===== src/rtl/multiplier_pkg.sv =====
// Shared constants and types for the tiled sequential multiplier.
// The tile width, FSM state encoding and index width helper live here.
package multiplier_pkg;

  localparam int TILE_W = 4;

  typedef enum logic [1:0] {
    IDLE,
    RUN,
    DONE
  } state_t;

  // Keep at least one bit so a single-slice counter still has a net.
  function automatic int idx_w(input int n);
    return (n > 1) ? $clog2(n) : 1;
  endfunction

endpackage


===== src/rtl/multiplier_4x4.sv =====
// 4x4 unsigned multiplier tile.
// It is reused every cycle by the sequential tiled multiplier.
module multiplier_4x4 (
  input  logic [3:0] a,
  input  logic [3:0] b,
  output logic [7:0] p
);

  assign p = {4'b0, a} * {4'b0, b};

endmodule


===== src/rtl/tiled_multiplier_seq.sv =====
// Sequential WIDTHxWIDTH unsigned multiplier using one shared 4x4 tile.
// One tile per cycle, with optional dropping of low-significance tiles.
module tiled_multiplier_seq
  import multiplier_pkg::*;
#(
  parameter int WIDTH    = 16,
  parameter int SKIP_LOW = 0
) (
  input  logic               clk,
  input  logic               rst,
  input  logic               in_valid,
  output logic               in_ready,
  input  logic [WIDTH-1:0]   a,
  input  logic [WIDTH-1:0]   b,
  output logic               out_valid,
  input  logic               out_ready,
  output logic [2*WIDTH-1:0] out
);

  localparam int N  = WIDTH / TILE_W;
  localparam int IW = idx_w(N);
  localparam int PW = 2 * WIDTH;
  localparam logic [IW-1:0] LAST_IDX = IW'(N - 1);

  if ((WIDTH % TILE_W) != 0 || WIDTH < 8) begin : g_bad_width
    $error("tiled_multiplier_seq: WIDTH must be a multiple of 4 and >= 8");
  end
  if (SKIP_LOW < 0 || SKIP_LOW > 2 * N - 1) begin : g_bad_skip
    $error("tiled_multiplier_seq: SKIP_LOW out of range");
  end

  state_t          state;
  state_t          state_nx;
  logic [IW-1:0]   i;
  logic [IW-1:0]   j;
  logic [IW:0]     ij;
  logic [WIDTH-1:0] aq;
  logic [WIDTH-1:0] bq;
  logic [3:0]      sa;
  logic [3:0]      sb;
  logic [7:0]      tile_p;
  logic [PW-1:0]   addend;
  logic [PW-1:0]   acc;
  logic [PW-1:0]   acc_sum;
  logic [PW-1:0]   out_q;
  logic            last;

  assign sa = aq[{i, 2'b00} +: TILE_W];
  assign sb = bq[{j, 2'b00} +: TILE_W];

  multiplier_4x4 u_tile (
    .a (sa),
    .b (sb),
    .p (tile_p)
  );

  assign ij   = {1'b0, i} + {1'b0, j};
  assign last = (i == LAST_IDX) && (j == LAST_IDX);

  // Skipped tiles still consume their cycle so latency stays fixed.
  always_comb begin
    addend = '0;
    if (int'(ij) >= SKIP_LOW)
      addend = {{(PW-8){1'b0}}, tile_p} << {ij, 2'b00};
  end

  assign acc_sum = acc + addend;
  assign out     = out_q;

  always_ff @(posedge clk or posedge rst) begin
    if (rst) state <= IDLE;
    else     state <= state_nx;
  end

  always_comb begin
    state_nx = state;
    unique case (state)
      IDLE:    if (in_valid)  state_nx = RUN;
      RUN:     if (last)      state_nx = DONE;
      DONE:    if (out_ready) state_nx = IDLE;
      default:                state_nx = IDLE;
    endcase
  end

  always_comb begin
    in_ready  = 1'b0;
    out_valid = 1'b0;
    unique case (state)
      IDLE:    in_ready  = 1'b1;
      DONE:    out_valid = 1'b1;
      default: ;
    endcase
  end

  always_ff @(posedge clk or posedge rst) begin
    if (rst) begin
      aq    <= '0;
      bq    <= '0;
      acc   <= '0;
      out_q <= '0;
      i     <= '0;
      j     <= '0;
    end else begin
      unique case (state)
        IDLE: begin
          if (in_valid) begin
            aq    <= a;
            bq    <= b;
            acc   <= '0;
            out_q <= '0;
            i     <= '0;
            j     <= '0;
          end
        end
        RUN: begin
          acc <= acc_sum;
          if (last) out_q <= acc_sum;
          // i sweeps fastest; j advances when i wraps.
          if (i == LAST_IDX) begin
            i <= '0;
            j <= (j == LAST_IDX) ? '0 : j + 1'b1;
          end else begin
            i <= i + 1'b1;
          end
        end
        default: ;
      endcase
    end
  end

endmodule


===== config.mk =====
export PLATFORM = sky130hd
export DESIGN_NAME = tiled_multiplier_seq
export DESIGN_NICKNAME = d
export VERILOG_FILES = /design/src/rtl/multiplier_pkg.sv /design/src/rtl/multiplier_4x4.sv /design/src/rtl/tiled_multiplier_seq.sv
export SDC_FILE = /design/constraint.sdc
export NUM_CORES = 1
export LEC_CHECK = 0
export ABC_CLOCK_PERIOD_IN_PS = 6600
export CORE_ASPECT_RATIO = 1.4
export CORE_MARGIN = 1
export CORE_UTILIZATION = 57
export DETAILED_ROUTE_END_ITERATION = 7
export PLACE_DENSITY = 0.87
export SETUP_SLACK_MARGIN = 0.2
export SYNTH_ARGS = -nofsm -noshare
export SYNTH_HDL_FRONTEND = slang
export SYNTH_SLANG_ARGS = --single-unit

===== constraint.sdc =====
create_clock -name clk -period 6.6 [get_ports clk]
set_input_delay 1.32 -clock clk [delete_from_list [all_inputs] [get_ports clk]]
set_output_delay 1.32 -clock clk [all_outputs]
set_load 0.01 [all_outputs]

=== After elaboration in Yosys (flattened, before gate mapping) ===
Index checks and enable logic that the tools add are counted.

* Muxes and demuxes: 16
* Multipliers: 1
* $add $sub $neg: 4
* Reduce and logical (&&, ||, !) cells: 8
* Equality and inequality tests: 8
* Shift operators: 3

{| class="wikitable"
|+ Operator list
! kind !! number
|-
| $pmux W32 S2 || 2
|-
| $mux W32 || 2
|-
| $add A32 B32 Y32 || 1
|-
| $shiftx A16 B5 Y4 || 2
|-
| $shl A8 B5 Y32 || 1
|-
| $mux W2 || 7
|-
| $reduce_and A3 Y1 || 3
|-
| $mul A4 B4 Y8 || 1
|-
| $ne A2 B2 Y1 const B || 4
|-
| $pmux W2 S2 || 2
|-
| $eq A2 B2 Y1 const B || 3
|-
| $pmux W2 S3 || 1
|-
| $add A2 B1 Y2 const B || 2
|-
| $reduce_and A2 Y1 || 2
|-
| $add A2 B2 Y3 || 1
|-
| $eq A2 B1 Y1 const B || 1
|-
| $logic_not A2 Y1 || 1
|-
| $mux W1 || 2
|-
| $reduce_bool A2 Y1 || 1
|-
| $logic_and A1 B1 Y1 || 1
|}

* Output and inout bits: 34
* Word-level logic and storage cells: 47
* Input port bits: 36
* Bits in registers: 102

=== Longest topological paths before layout ===
* Word-level depth: 6
* Mapped depth: 26

=== Hierarchy ===
Synthesis repeated with hierarchy kept, for this count alone.

* Cell total of the unflattened synthesis: 762
* Area total of the unflattened synthesis: 6711.4 µm²

{| class="wikitable"
|+ By module, submodules not included
! module !! area each (µm²) !! cells each !! times used
|-
| tiled_multiplier_seq || 6263.5 || 711 || 1
|-
| multiplier_4x4 || 447.9 || 51 || 1
|}

=== Worst setup path before layout ===
No wires, ideal clock.

* Path type: reg2reg
* Start: reg i[0]
* End: reg acc[25]
* Buffers on the path: 1
* Setup time: 0.121 ns
* Data required time: 6.479 ns
* Setup slack: 0.889 ns
* Period minus slack after synthesis: 5.711 ns
* Arrival time: 5.590 ns
* Stages on the path, launching flop included: 27
* Cells stage by stage: dfrtp_1 > clkbuf_1 > mux4_2 > nand2_1 > fa_1 > inv_1 > fa_1 > ha_1 > a21o_1 > a21oi_1 > nor2b_1 > o21a_1 > nor2_1 > xor2_1 > nor3_1 > a21oi_1 > nor2_1 > ha_1 > inv_1 > o21a_1 > a2111o_1 > o21ai_1 > nand4_1 > o2bb2ai_1 > o21ai_1 > xor2_1 > a22o_1

* Cells in the longest elaborated chain, start to end: 5
* Elaborated cells on any way between the ends: 6
* Classes of those cells: add/sub: 2; mul: 1; shift: 2; mux: 1

{| class="wikitable"
|+ RTL lines
! item !! line !! source
|-
| start: declaration || tiled_multiplier_seq.sv:34 || <nowiki>logic [IW-1:0] i;</nowiki>
|-
| start signal: assignment || tiled_multiplier_seq.sv:123 || <nowiki>i <= i + 1'b1;</nowiki>
|-
| $shiftx A16 B5 Y4 || tiled_multiplier_seq.sv:48 || <nowiki>assign sa = aq[{i, 2'b00} +: TILE_W];</nowiki>
|-
| $mul A4 B4 Y8 || multiplier_4x4.sv:9 || <nowiki>assign p = {4'b0, a} * {4'b0, b};</nowiki>
|-
| $shl A8 B5 Y32 * || tiled_multiplier_seq.sv:64 || <nowiki>addend = {{(PW-8){1'b0}}, tile_p} << {ij, 2'b00};</nowiki>
|-
| $add A32 B32 Y32 * || tiled_multiplier_seq.sv:67 || <nowiki>assign acc_sum = acc + addend;</nowiki>
|-
| $pmux W32 S2 * || tiled_multiplier_seq.sv:104 || <nowiki>unique case (state)</nowiki>
|-
| end signal: assignment || tiled_multiplier_seq.sv:116 || <nowiki>acc <= acc_sum;</nowiki>
|-
| end: declaration || tiled_multiplier_seq.sv:43 || <nowiki>logic [PW-1:0] acc;</nowiki>
|}

Mark *: on every way between the ends. The rest lies on a longest branch, timed or not.
A chain may end at the register's enable or synchronous reset.

=== Worst setup path after layout ===
* Start: reg i[0]
* End: reg acc[29]

The elaborated chain is that of the path after synthesis.

==> results.toml <==
[timing]
finalCritPeriodShare_pct = 90.8
skew_ns = 0.0120
hold_ws_ns = 0.478
fmax_mhz = 167
max-slew-margin-rel_pct = 23.8
hold_viol = 0
slew_violations = 0
finalSetupViolCount = 0
setup_ws_ns = 0.606
rsz0062_at_grt = "false"
fin_tns_setup_ns = 0
tightest_slew_ns = 1.14
min_period_ns = 5.99

[clock_tree]
cts_buffers = 9
cts_max_path_buffers = 2
clock_latency_ns = 0.36
clk_pin_slew_ns = 0.08
cts_hold_buf = 0
cts.sinks = 102
cts_htree_levels = 3
cts_root_buf = "clkbuf_16"
cts_tree = "done"

[setup_path]
reg2reg_from = "i[0]"
reg2reg_depth = 25
path_max_fanout = 6
critPathRequiredTime_ns = 6.84
cp_slowest_cell = "fa_1"
cpLargestDelayFamily = "compound AO/OA/AOI/OAI gates"
end_kind = "flop"
crit_type = "flop to flop"
slowest_delay_ns = 0.54
path_buf_inv = 2
ff2ff_setup_slack_ns = 0.61
startpoint_type = "flop"
arrival_ns = 6.24
regToRegEndpoint = "acc[29]"
crit_start = "i[0]"

[yosys]
synth_edf_count = 0
synth_nets = 759
synth_area_leader_cell = "dfrtp_1"
yosys_warnings = 0
netlist_area_sq_mm = 0.00642
syn_avg_cell_area_sq_um = 9.57
seq_area_frac_synth_pct = 39.7
synth_flop_cell = "dfrtp_1"
synth_top_area_share_pct = 39.7
ys_seq_elements = 102
syn_inst = 671
async_reset_ff_share_pct = 100
netlist_top_cells_area = "dfrtp_1 (40%), ha_1 (9.0%), nand2_1 (6.3%)"
ys_types = 58

[layout]
num-nets-final = 819
fill_cells = 868
post-route-util_pct = 69.5
area_growth_pct = 18.2
diodes = 0
drive_gt1_share_pct = 12.2

[global_route]
globalRouteOverflowTotal = 0
grt_antenna_before_repair = 0
grt_usage_pct = 28.2
grt_pass1_wl_microns = 25700
grt_pass1_vias = 5255
grt_max_degree = 60

[status]
status = "completed"

[job]
drv_cap = 0

[detailed_routing]
antenna_left = 0
viasPerCell = 6.02
wl_microns = 15500
num_vias = 5277
drt-initial-drc-count = 283
wl_per_cell_microns = 17.7
drc = 0
dr.pass1.iters = 5

[floorplan]
rows = 45
core_sq_mm = 0.0109
die-area_sq_mm = 0.0117
initial_core_util_pct = 58.8
die_height_microns = 128
die-width_microns = 91.7
io-pin-count = 70

[min_path]
whs_path_depth = 2
hp-class = "flop to flop"
holdPathEnd = "out[20]"
hold_start = "out[20]"

[placement]
place_congestion = 0.953
portBuffers = 69
dp_slack_ns = 0.423
hpwlAfterDp_microns = 11400
## synthesized netlist by cell type, types with 5 or more instances
library cell  count
a21o_1           14
a21oi_1          38
a22o_1           14
a31oi_1           6
and2_1           16
and3_1            6
clkbuf_1         28
dfrtp_1         102
fa_1              6
ha_1             46
inv_1            16
mux2_2           32
mux4_2            8
nand2_1         107
nand2b_1          7
nand3_1          10
nor2_1           45
nor2b_1          10
nor3_1            9
o21ai_0          45
o21bai_1          5
o31ai_1           5
xnor2_1          18
xor2_1           12
## worst max path at each step
| stage | slack [ns] | endpoint | cells after the start |
|---|---|---|---|
| after floorplan | 0.89 | acc[25] | 26 |
| after global placement | 0.60 | acc[29] | 25 |
| after detailed placement | 0.42 | acc[29] | 25 |
| after CTS | 0.35 | acc[29] | 22 |
| after global routing | 0.17 | out[31] | 25 |
| final | 0.61 | acc[29] | 25 |
## what timing repair did
item	in CTS	in global routing
resized for setup	0	7
endpoints found under the setup margin	0	21
setup buffers	0	5
## layout make-up
class / instances / area [sq um] / share of cell area [%]
clock buffer: 9 / 225 / 2.97
inverter: 16 / 62.6 / 0.824
clock inverter: 7 / 81.3 / 1.07
multi-input combinational: 521 / 3710 / 48.9
tap: 141 / 176 / 2.32
timing repair buffer: 81 / 781 / 10.3
sequential: 102 / 2550 / 33.7
## state kept, by name, summed over array words and instances, names as in the netlist
| signal | flops |
|---|---|
| i | 2 |
| j | 2 |
| acc | 32 |
| aq | 16 |
| bq | 16 |
| out | 32 |
| state | 2 |
## cells by family after synthesis
family,synth area share (%)
AOI/OAI and AO/OA,17.7
xor gates and xnor gates,4.09
adders and majority gates,10.8
buffers and inverters,2.86
DFF,39.7
muxes,8.88
and+or+nand+nor,15.9
## stage by stage
stage          cell area (sq um)  cells
2_1_floorplan               6420    671
3_3_place_gp                7230    856
3_5_place_dp                7230    856
4_1_cts                     7530    872
5_1_grt                     7590    877
6_report                    7590    877
## placed cells by master (no fill, tap or decap), types with 3 or more instances in the layout
cell / synthesis / layout
nand3b_1: 3 / 3
a211oi_1: 3 / 3
nor3_1: 9 / 9
o21bai_1: 5 / 5
a21o_1: 14 / 14
dfrtp_1: 102 / 100
mux2i_1: 3 / 3
a21oi_1: 38 / 35
buf_4: 0 / 12
clkdlybuf4s50_1: 0 / 69
and3_1: 6 / 6
xnor2_1: 18 / 18
o21ai_1: 4 / 3
xor2_1: 12 / 12
o21a_1: 4 / 4
nor2b_1: 10 / 9
nand3_1: 10 / 10
a22o_1: 14 / 14
o21ai_0: 45 / 45
nor2_1: 45 / 43
mux2_2: 32 / 32
nand2b_1: 7 / 7
clkbuf_16: 0 / 9
inv_6: 0 / 3
o22ai_1: 4 / 4
nand4_1: 4 / 4
a211o_1: 4 / 4
mux4_2: 8 / 8
o31ai_1: 5 / 5
nand2_1: 107 / 107
fa_1: 6 / 6
and2_1: 16 / 16
a31oi_1: 6 / 6
ha_1: 46 / 46
a21oi_2: 2 / 5
inv_1: 16 / 15
o211ai_1: 4 / 4
## metal layers
layer	global-route usage [%]	part of all wire, %
met1	35.3	40
met2	47.8	51
met3	5.24	5.5
met4	12.0	3.2
met5	0	0
## worst register-to-register path, delay by kind of cell (launching register included)
kind | cells | cell delay, ns
adder cells (fa/ha/maj) | 4 | 1.72
multiplexers | 1 | 0.42
XOR/XNOR | 2 | 0.36
AND/OR/NAND/NOR | 6 | 0.59
buffers and inverters | 2 | 0.15
flip-flops | 1 | 0.47
AO/OA/AOI/OAI | 10 | 2.17
Power is not shown: default switching activity piles up to over one toggle a cycle in this logic, so the estimate is an artifact.
==> edit 1 (same settings) <==
Re-encode `state_t` (3 states) as one-hot, 3 bits wide.
--- a/src/rtl/multiplier_pkg.sv
+++ b/src/rtl/multiplier_pkg.sv
@@ -6,6 +6,6 @@
 
-  typedef enum logic [1:0] {
-    IDLE,
-    RUN,
-    DONE
+  typedef enum logic [2:0] {
+    IDLE = 3'b001,
+    RUN  = 3'b010,
+    DONE = 3'b100
   } state_t;
Formal check against the unedited RTL: no difference found for any inputs over 10 cycles, from zero or initial values and one cycle with rst high; not proved beyond that.
==> edit 1 against the original RTL <==
- routed wire length grew 13%
- core utilization shrank 1.2 points
- design area grew 2.6%
- count of clock-buffer cells in the layout is the same
- area after synthesis grew 4.7%
- sequential cell count grew 1
- die area grew 4.6%
- setup slack lost 1.7 ps
- critical path type unchanged
==> edit 1: results (changes against the original RTL) <==
Routing
  • Max Used Layer: met4
  • Wirelength per Cell: 19.18 um (+8.4%)
  • WL met2: 9220 um (+16%)
  • DR pass1 iterations: 5 (unchanged)
  • Post-DR vias/cell: 6.317 (+5.0%)
  • Metal3 WL: 718 um (-16%)
  • 1st-iter DRT viols: 314 (+11%)
  • DRT met1 WL: 6734 um (+7.9%)

Yosys
  • Syn Nets: 805 (+6.1%)
  • Synth Area in Adders: 10.35% (-0.48 points)
  • Synth Area in Compound Gates: 18.88% (+1.2 points)
  • Synth top area cells: dfrtp_1, ha_1, nand2_1
  • Commonest cells post-synth: nand2_1, dfrtp_1, nor2_1, ha_1, a21oi_1
  • Seq/Total Area, Yosys: 38.37% (-1.4 points)
  • Mapped Avg Cell Area: 9.374 um2 (-2.1%)
  • XOR/XNOR share of the synthesized area: 2.867% (-1.2 points)
  • Count of unique library cells instantiated by Yosys: 64 (+10%)
  • Leading area contributor after synthesis: dfrtp_1
  • Ys async rst share: 100.0% (unchanged)
  • Mux cell area share after synthesis: 8.488% (-0.40 points)
  • EDFF count, synth: 0 (unchanged)

Worst hold path
  • Hold path start: out[15]
  • Hold Path End: out[15]

Worst setup path
  • Critical path peak fanout: 8 (+2)
  • Worst Setup EP: acc[30]
  • CP delay by family, top: compound AO/OA/AOI/OAI gates
  • Max stage delay on crit path: 630 ps (+90 ps)
  • R2r worst-path depth: 20 (-20%)
  • Slowest CP cell: mux4_2
  • Arrival @ worst endpoint: 6290 ps (+50 ps)
  • WS Path Type: reg -> reg

Clock network
  • CTS Buf Count: 9 (unchanged)
  • Worst-Skew Late Latency: 360 ps (about the same)
  • Number of post-CTS setup repair buffers: 0 (unchanged)
  • Htree depth: 3 (unchanged)

Timing
  • Slew @ Worst Pin: 951.2 ps (-187.4 ps)
  • Hold_ws: 475.3 ps (-2.859 ps)
  • Worst setup margin: 604.6 ps (-1.661 ps)
  • Clk_skew: 9.495 ps (-2.470 ps)

Power
  • Static leakage: between 3 and 4 nW
  • VDD IR max: ~0.0003 V

Finish
  • Fin nets: 851 (+3.9%)
  • Filler cells: 894 (+3.0%)
  • Non-filler cells, final: 912 (+4.0%)
  • Layout cells sized above 1: 10.29% (-1.9 points)

Placement
  • Detailed Place HPWL: 13320 um (+17%)
  • DP Area: 7490 um2 (+3.7%)
  • IO buf count: 69 (unchanged)
  • # placed instances: 896 (+4.7%)
  • Pre-CTS setup slack: 449.5 ps (+26.46 ps)

Global routing
  • GR Util met3: 4.340% (-0.90 points)
  • Met2 usage: 53.97% (+6.2 points)
  • First-pass GRT wire length: 28240 um (+9.9%)
  • Vias in the first global route: 5796 (+10%)
  • Met1 Use GR: 34.08% (-1.2 points)
  • GRT Total Usage: 30.05% (+1.9 points)

Run status
  • Outcome: complete, no violations
edit 1: cell count changes in the layout (fill, tap and decap cells not counted), moves of 7 or more:
cell,unedited run,this run
nor2_1,43,53
o21ai_0,45,34
a32o_1,2,9
xnor2_1,18,10
edit 1: area by class of cell:
type                    count  area (um2)  area share (%)
inverters                  14       55.05          0.7072
clock inverters             7       63.81          0.8197
flip-flops and latches    103        2579           33.12
clock buffers               9       225.2           2.893
multi-input cells         560        3946           50.69
well taps                 144       180.2           2.314
repair buffers             75       735.7           9.450
edit 1: timing repair:
item,in CTS,in global routing
hold buffers,0,0
setup endpoints to repair,0,14
resized for setup,0,2
edit 1: power breakdown:
group	total, mW	switching, mW	leakage [nW]	internal [mW]
combinational	2.27	1.33	2.12	0.942
clock	0.528	0.264	0.140	0.264
sequential	0.918	0.121	1.36	0.797
==> edit 2 (config.mk and constraints unchanged) <==
Without the edit above. Set the parameter `WIDTH` to 20 (it was 16).
--- a/src/rtl/tiled_multiplier_seq.sv
+++ b/src/rtl/tiled_multiplier_seq.sv
@@ -5,3 +5,3 @@
 #(
-  parameter int WIDTH    = 16,
+  parameter int WIDTH    = 20,
   parameter int SKIP_LOW = 0
Interface: changed (resized a, b and out); port bits go from 70 to 86. No check against the original RTL was run, so the function may have changed too.
==> edit 2 against the original RTL <==
- critical path depth grew 1
- sequential cell count grew 26
- cell count is 35% higher
- setup slack worse by 340 ps
- design area grew 34%
- routed wire length is 41% higher
- area after synthesis is 28% higher
- critical endpoint is now acc[25]
- largest cell class unchanged
Power is not shown: default switching activity piles up to over one toggle a cycle in this logic, so the estimate is an artifact.
==> edit 2: results (changes against the original RTL) <==
Run status
  • Outcome: complete, no violations

Worst setup path
  • Critical path peak fanout: 8 (+2)
  • R2r worst-path depth: 26 (+4.0%)
  • Arrival @ worst endpoint: 6650 ps (+410 ps)
  • Max stage delay on crit path: 500 ps (-40 ps)
  • Crit Reg-Reg Startpoint: j[0]

Placement
  • IO buf count: 85 (+23%)
  • Detailed Place HPWL: 14970 um (+31%)
  • Placer Congestion: 0.9690 (+1.7%)

Global routing
  • Largest net degree at the start of global routing: 83 (+38%)
  • Vias in the first global route: 7045 (+34%)
  • First-pass GRT wire length: 34680 um (+35%)
  • GRT Total Usage: 29.96% (+1.8 points)

Yosys
  • Commonest cells post-synth: nand2_1, dfrtp_1, nor2_1, o21ai_0, ha_1
  • Count of unique library cells instantiated by Yosys: 68 (+17%)

Routing
  • Total Wirelength: 21850 um (+41%)
  • DR pass1 iterations: 7 (+2)
  • Post-DR vias/cell: 6.068 (+0.85%)
  • 1st-iter DRT viols: 437 (+54%)

Clock network
  • Htree depth: 4 (+1)
  • TritonCTS Sinks: 128 (+25%)
  • Worst-Skew Late Latency: 440 ps (+80 ps)
  • Reg clk slew, reported paths: 60 ps (-20 ps)

Timing
  • Clk_skew: 10.08 ps (-1.883 ps)

Finish
  • Layout cells sized above 1: 17.78% (+5.6 points)
  • Non-CTS buffers: 120 (+48%)
  • Register area: 3208 um2 (+26%)
  • NonClk Buf Share: 10.94% (+0.65 points)
  • Fin nets: 1096 (+34%)
==> edit 2: worst max-delay path: cells and delay by family (launching register included) <==
kind | cells | cell delay (ps)
buffers and inverters | 4 | 500
and+or+nand+nor | 5 | 1040
muxes | 1 | 130
AOI/OAI and AO/OA | 10 | 2060
DFF | 1 | 450
xor gates and xnor gates | 2 | 340
adders and majority gates | 4 | 1700
==> edit 2: repair_timing <==
| item | in CTS | in global routing |
|---|---|---|
| setup buffers | 2 | 10 |
| resized for setup | 7 | 42 |
| pin swaps | 4 | 14 |
| endpoints found under the setup margin | 35 | 45 |
==> edit 2: routing by layer <==
layer | up-vias | wire [um] | track usage [%]
met3 | 84 | 1018 | 5.453
li1 | 3352 | - | -
met2 | 301 | 11240 | 52.74
met4 | 0 | 1069 | 19.15
met1 | 3460 | 8522 | 33.75
met5 | - | 0 | 0
==> edit 2: per-stage QoR <==
stage / worst slack (ps) / cells / instance area [um2]
6_report: 267.7 / 1186 / 10180
5_1_grt: 76.79 / 1186 / 10180
4_1_cts: 197.1 / 1176 / 9952
3_5_place_dp: -73.71 / 1142 / 9318
3_3_place_gp: 40.24 / 1142 / 9318
2_1_floorplan: 524.0 / 890 / 8237
==> edit 2: worst paths after layout <==
| check | end | slack, ps |
|---|---|---|
| max | acc[25] | 270 |
| min | out[20] | 470 |
| max reg2reg | acc[25] | 270 |
| min reg2reg | out[20] | 470 |
| max in group asynchronous | acc[31] | 3990 |
| min in group asynchronous | out[1] | 1470 |
==> edit 2: logic make-up (layout without fill, tap and decap cells) <==
logic type	after synthesis	count (layout)	synth area share, %
adder cells (fa/ha/maj)	64	64	10.27
XOR/XNOR	44	44	4.679
AO/OA/AOI/OAI	227	227	18.47
AND/OR/NAND/NOR	306	306	16.33
flip-flops	128	128	38.89
multiplexers	55	55	7.914
buffers and inverters	66	177	3.448
